**src/rtl/mem_copy_dma_if.sv**
```systemverilog
// Bus bundle for the memory-copy DMA: copy request inputs plus the shared
// mem_cmd/mem_addr/read_data/write_data initiator protocol.
interface mem_copy_dma_if #(
  parameter int ADDR_W = 9,
  parameter int DATA_W = 16
);
  logic              start;
  logic [ADDR_W-1:0] src;
  logic [ADDR_W-1:0] dst;
  logic [ADDR_W-1:0] len;
  logic [DATA_W-1:0] read_data;
  logic [ADDR_W-1:0] mem_addr;
  logic [1:0]        mem_cmd;
  logic [DATA_W-1:0] write_data;
  logic              busy;
  logic              done;

  // DMA side: takes requests and read returns, drives the bus
  modport master (
    input  start, src, dst, len, read_data,
    output mem_addr, mem_cmd, write_data, busy, done
  );

  // Environment side: issues requests and services the bus
  modport slave (
    output start, src, dst, len, read_data,
    input  mem_addr, mem_cmd, write_data, busy, done
  );
endinterface

```
**src/rtl/mem_copy_dma.sv**
```systemverilog
// Word-by-word memory copy engine. Each word takes three bus cycles:
// MREAD (address phase), MREAD held (data returns), MWRITE.
module mem_copy_dma #(
  parameter int ADDR_W = 9,
  parameter int DATA_W = 16
) (
  input  logic           clk,
  input  logic           reset,
  mem_copy_dma_if.master bus
);
  localparam logic [1:0] CMD_NONE   = 2'b00;
  localparam logic [1:0] CMD_MREAD  = 2'b01;
  localparam logic [1:0] CMD_MWRITE = 2'b11;

  typedef enum logic [2:0] {IDLE, RD_ADDR, RD_WAIT, WR, DONE} state_t;

  state_t            state_reg, state_next;
  logic [ADDR_W-1:0] src_reg, src_next;
  logic [ADDR_W-1:0] dst_reg, dst_next;
  logic [ADDR_W-1:0] count_reg, count_next;
  logic [DATA_W-1:0] hold_reg, hold_next;

  // State, pointers, remaining count and read holding register
  always_ff @(posedge clk) begin
    if (reset) begin
      state_reg <= IDLE;
      src_reg   <= '0;
      dst_reg   <= '0;
      count_reg <= '0;
      hold_reg  <= '0;
    end else begin
      state_reg <= state_next;
      src_reg   <= src_next;
      dst_reg   <= dst_next;
      count_reg <= count_next;
      hold_reg  <= hold_next;
    end
  end

  // Next-state logic and bus outputs, decoded from state and registers only
  always_comb begin
    state_next     = state_reg;
    src_next       = src_reg;
    dst_next       = dst_reg;
    count_next     = count_reg;
    hold_next      = hold_reg;
    bus.mem_cmd    = CMD_NONE;
    bus.mem_addr   = '0;
    bus.write_data = hold_reg;
    bus.busy       = (state_reg != IDLE);
    bus.done       = 1'b0;
    case (state_reg)
      IDLE: begin
        if (bus.start) begin
          src_next   = bus.src;
          dst_next   = bus.dst;
          count_next = bus.len;
          state_next = (bus.len == '0) ? DONE : RD_ADDR;
        end
      end
      RD_ADDR: begin
        bus.mem_cmd  = CMD_MREAD;
        bus.mem_addr = src_reg;
        state_next   = RD_WAIT;
      end
      RD_WAIT: begin
        // Read data is valid in the second MREAD cycle; capture it here
        bus.mem_cmd  = CMD_MREAD;
        bus.mem_addr = src_reg;
        hold_next    = bus.read_data;
        state_next   = WR;
      end
      WR: begin
        bus.mem_cmd  = CMD_MWRITE;
        bus.mem_addr = dst_reg;
        src_next     = src_reg + 1'b1;
        dst_next     = dst_reg + 1'b1;
        count_next   = count_reg - 1'b1;
        state_next   = (count_reg == ADDR_W'(1)) ? DONE : RD_ADDR;
      end
      DONE: begin
        bus.done   = 1'b1;
        state_next = IDLE;
      end
      default: state_next = IDLE;
    endcase
  end
endmodule

```
**src/flat_wrapper.sv**
```systemverilog
// flat-port wrapper written by rule: the top's interface ports become plain ports
module mem_copy_dma_flat 
#(
  parameter int ADDR_W = 9,
  parameter int DATA_W = 16
)
  (clk, reset, bus_start, bus_src, bus_dst, bus_len, bus_read_data, bus_mem_addr, bus_mem_cmd, bus_write_data, bus_busy, bus_done);
  mem_copy_dma_if #(.ADDR_W(ADDR_W), .DATA_W(DATA_W)) bus_i ();
  input  logic clk;
  input  logic reset;
  input wire logic [$bits(bus_i.start)-1:0] bus_start;
  input wire logic [$bits(bus_i.src)-1:0] bus_src;
  input wire logic [$bits(bus_i.dst)-1:0] bus_dst;
  input wire logic [$bits(bus_i.len)-1:0] bus_len;
  input wire logic [$bits(bus_i.read_data)-1:0] bus_read_data;
  output wire logic [$bits(bus_i.mem_addr)-1:0] bus_mem_addr;
  output wire logic [$bits(bus_i.mem_cmd)-1:0] bus_mem_cmd;
  output wire logic [$bits(bus_i.write_data)-1:0] bus_write_data;
  output wire logic [$bits(bus_i.busy)-1:0] bus_busy;
  output wire logic [$bits(bus_i.done)-1:0] bus_done;
  assign bus_i.start = bus_start;
  assign bus_i.src = bus_src;
  assign bus_i.dst = bus_dst;
  assign bus_i.len = bus_len;
  assign bus_i.read_data = bus_read_data;
  assign bus_mem_addr = bus_i.mem_addr;
  assign bus_mem_cmd = bus_i.mem_cmd;
  assign bus_write_data = bus_i.write_data;
  assign bus_busy = bus_i.busy;
  assign bus_done = bus_i.done;
  mem_copy_dma #(.ADDR_W(ADDR_W), .DATA_W(DATA_W)) u_core (.clk(clk), .reset(reset), .bus(bus_i));
endmodule
```
**config.mk**
```make
export PLATFORM = sky130hd
export DESIGN_NAME = mem_copy_dma_flat
export DESIGN_NICKNAME = d
export VERILOG_FILES = /design/src/rtl/mem_copy_dma_if.sv /design/src/rtl/mem_copy_dma.sv /design/src/flat_wrapper.sv
export SDC_FILE = /design/constraint.sdc
export NUM_CORES = 1
export LEC_CHECK = 0
export BUFFER_PORTS_ARGS = -buffer_cell sky130_fd_sc_hd__buf_2
export CORE_AREA = 2 2 123 89
export DETAILED_ROUTE_END_ITERATION = 8
export DIE_AREA = 0 0 125 91
export PLACE_DENSITY_LB_ADDON = 0.12
export SYNTH_ARGS = -nofsm -noshare
export SYNTH_HDL_FRONTEND = slang
export SYNTH_SLANG_ARGS = --single-unit
```
**constraint.sdc**
```tcl
create_clock -name clk -period 1.9 [get_ports clk]
set_clock_uncertainty 0.1 [all_clocks]
set_input_delay 0 -clock clk [delete_from_list [all_inputs] [get_ports clk]]
set_output_delay 0 -clock clk [all_outputs]
set_load 0.1 [all_outputs]
```
==> implementation parameters <==
Parameter                              Value

Status
  Result of the run ... finished, final reports clean

Layout
  Multi-input combinational cell area ... 1500 sq um
  Nets ... ~480
  Number of antenna cells inserted ... 0
  Flip-flop count of the largest register after layout ... 16
  Layout area overhead ... 58.2%
  Fill cell count ... 1059
  Combined flip-flop and latch cell area ... just over 900 sq um
  Ratio of cells with drive above 1 in the final layout ... about a third
  Core utilization of the finished layout ... between 30% and 40%
  Number of non-filler instances in the completed layout ... about 560

Placement
  Number of cells after detailed placement ... a little over 500
  Number of input and output port buffers inserted ... 74
  Minimum setup slack after placement ... approximately 96 ps
  Dpl hpwl ... between 5 and 6 mm
  Routability-driven placement congestion ratio ... around 0.74

STA
  Unrepaired setup endpoints after global routing ... no
  Slew at the pin closest to its max-slew limit ... ~770 ps
  Setup Viol. Count Final ... 0
  Final hold violations ... 0
  Final worst path period need ... roughly 1800 ps
  Max Transition Viols Final ... 0
  Maximum operating frequency ... 562 MHz
  Slew Limit Headroom ... about half
  Final clock period utilization by the worst path ... a little over nine tenths
  Setup slack after layout ... roughly 120 ps
  Hold WS ... approximately 12 ps

Setup path
  Path type of the worst setup path ... reg -> out
  Peak per-stage delay on the critical path ... approximately 420 ps
  Element type at the critical path end ... output pin
  Stages on the worst setup path ... 6
  Worst Reg-to-Reg Cells ... 5
  Arrival @ worst endpoint ... between 1500 and 2000 ps
  Cell-by-cell listing of the critical path ... buf_6 -> clkinvlp_4 -> buf_4 -> nand3_1 -> a21oi_4 -> buf_12
  Startpoint type of the worst setup path ... flop
  Data required time of the critical path ... roughly 1800 ps
  Crit path buf inv count ... 4
  Top delay family on crit path ... buffers and inverters
  Worst Path Max Fanout ... 11
  Slowest cell on the critical path ... dfxtp_2

Floorplanning
  Starting density of the core ... roughly a quarter
  Die Span Y ... 91 um
  Rows ... 31
  Std-Cell Core Area ... slightly above 10000 sq um
  Die Area ... roughly 11000 sq um
  Horiz. Die Dim ... roughly 130 um
  Num ports ... 75

Clock tree
  Reg clk slew, reported paths ... roughly 80 ps
  TritonCTS clock tree ... done
  Clock root cell ... clkbuf_16
  Clock tree buffer depth ... 2
  Sinks on Clock Net ... 46
  Clock latency on the worst-skew pair ... roughly 300 ps
  Number of buffers created by CTS ... 5
  Total number of H-tree levels ... 2

Synthesis
  Cell type with the largest total area after synthesis ... dfxtp_1
  Largest cells by area after synthesis ... dfxtp_1 (37%), nand2_1 (9.0%), a21oi_1 (7.4%)
  Post-synth ARST share ... 0%
  Mean Syn Cell Area ... ~8.1 sq um
  Flop and latch count out of synthesis ... between 40 and 50
  Cell variety after synth ... between 40 and 50
  Area fraction of the dominant cell type after synthesis ... approximately 37%
  Synthesized instance count ... 307
  Sequential-to-total area share from yosys stat ... a little under two fifths
  Post-Synthesis Cell Area ... 2490 sq um
  Number of flops mapped to enable cells by yosys ... 0
  Most used DFF post-synth ... dfxtp_1
  Number of nets in the synthesized netlist ... ~360
  Number of warnings reported in the yosys synthesis log ... 0

Routing
  Number of design rule violations left after detail routing ... 0
  Number of nets still failing antenna checks after routing ... 0
  Overall via count from detail_route ... about 2700
  Total wirelength of the detailed-routed design ... slightly above 8 mm
  Average wire per standard cell ... around 15 um
  Per-cell via count in the routed design ... 4.74
  1st-iter DRT viols ... around 160
  Number of iterations in the first detailed-routing pass ... 4

Min path
  Cell count of the worst hold path ... 3
  Class of the tightest hold or removal check ... in -> reg

Power
  Peak ir drop on the vdd network ... ~320 uV
  Leakage Power ... between 1.5 and 2 nW
  Pwr per Cell Area ... just over 900 nW/um^2
  Total Power Consumption ... about 3.6 mW

GRT
  Largest net degree at the start of global routing ... 37
  All-layer global routing usage ... between 10% and 20%
  Vias in the first global route ... 2560
  Total gr overflow ... 0
  Wire length of the first global-routing pass ... around 13 mm
  Number of antenna violations at the first check in global routing ... 0

Job
  Max-cap check violation count ... 0
[Yosys cell counts (all sizes together) (2+ instances only)]
master / n
nand4: 5
a2bb2oi: 3
a31oi: 11
buf: 13
inv: 4
a41oi: 2
nand2: 60
mux2i: 2
and3: 3
a311oi: 3
a21oi: 37
nor2: 25
or3: 9
mux2: 9
nor3: 8
nand3: 17
ha: 4
o311ai: 2
a221oi: 2
a32oi: 2
o21ai: 3
a2111oi: 4
clkbuf: 10
dfxtp: 46
o211ai: 6
and2: 2
nor4: 3
[power breakdown]
part / leakage (nW) / switching (mW) / internal [mW] / total (mW)
registers: 0.377 / 0.121 / 1.08 / 1.20
logic: 1.11 / 0.940 / 0.540 / 1.48
clock network: 0.0704 / 0.425 / 0.496 / 0.921
total: 1.56 / 1.49 / 2.11 / 3.60
[cells by family after synthesis]
logic type / synth area share, %
mux: 4.87
buf+inv: 6.33
xor+xnor: 0.352
fa+ha+maj: 2.01
flops: 37.0
simple gates: 26.8
compound gates: 22.7
[stage by stage]
step / TNS, ps / area (sq um)
final: 0 / 3940
after detailed placement: 0 / 3330
after global routing: 0 / 3940
after CTS: 0 / 3920
after global placement: 0 / 3330
after floorplan: -66.0 / 2570
[layout make-up]
cell class | count | area share [%]
timing repair buffer | 138 | 30.1
clock buffer | 5 | 3.18
tap | 132 | 4.19
multi-input combinational | 234 | 37.9
inverter | 4 | 0.476
clock inverter | 3 | 0.635
sequential | 46 | 23.4
[timing repair]
action                                  CTS  global route
endpoints found under the hold margin    42             0
endpoints found under the setup margin   10            11
hold buffers                             42             0
resized for setup                         3             6
buffers inserted                          2             0
[placed cells by master (no fill, tap or decap), types with 2 or more instances in the layout]
| cell type | n |
|---|---|
| a2111oi_2 | 2 |
| a21oi_1 | 30 |
| a21oi_4 | 6 |
| a221oi_1 | 2 |
| a2bb2oi_1 | 3 |
| a311oi_1 | 3 |
| a31oi_1 | 11 |
| a32oi_1 | 2 |
| a41oi_1 | 2 |
| and2_1 | 2 |
| and3_1 | 3 |
| buf_12 | 15 |
| buf_2 | 61 |
| buf_4 | 18 |
| clkbuf_16 | 5 |
| clkinvlp_4 | 2 |
| dfxtp_1 | 44 |
| dfxtp_2 | 2 |
| dlygate4sd3_1 | 42 |
| ha_1 | 4 |
| inv_1 | 2 |
| mux2_2 | 9 |
| mux2i_1 | 2 |
| nand2_1 | 60 |
| nand3_1 | 16 |
| nand4_1 | 4 |
| nor2_1 | 22 |
| nor2_2 | 3 |
| nor3_1 | 7 |
| nor4_1 | 3 |
| o211ai_1 | 4 |
| o211ai_2 | 2 |
| o21ai_1 | 3 |
| o311ai_1 | 2 |
| or3_1 | 9 |
[path summary, 6_finish.rpt]
check,start,endpoint,slack (ps)
worst max-delay path,u_core.state_reg[1],bus_mem_addr[6],120
worst min-delay path,bus_len[6],u_core.count_reg[6],10
worst max register to register,u_core.state_reg[2],u_core.count_reg[5],190
worst min register to register,u_core.bus.write_data[8],u_core.bus.write_data[8],350
[worst register-to-register path, cell delays in order, from the launching register on]
cell	delay, ps
dfxtp_1	370
nand3b_4	220
inv_2	210
nand3_2	170
or3_1	350
a31oi_1	190
[layer usage]
metal	vias to the layer above	GRT usage [%]	routed length, um
met5	-	0	0
li1	1358	-	-
met2	75	20.9	3270
met1	1225	22.1	4350
met4	0	3.52	70
met3	6	3.01	519
(Power assumes the default switching activity.)
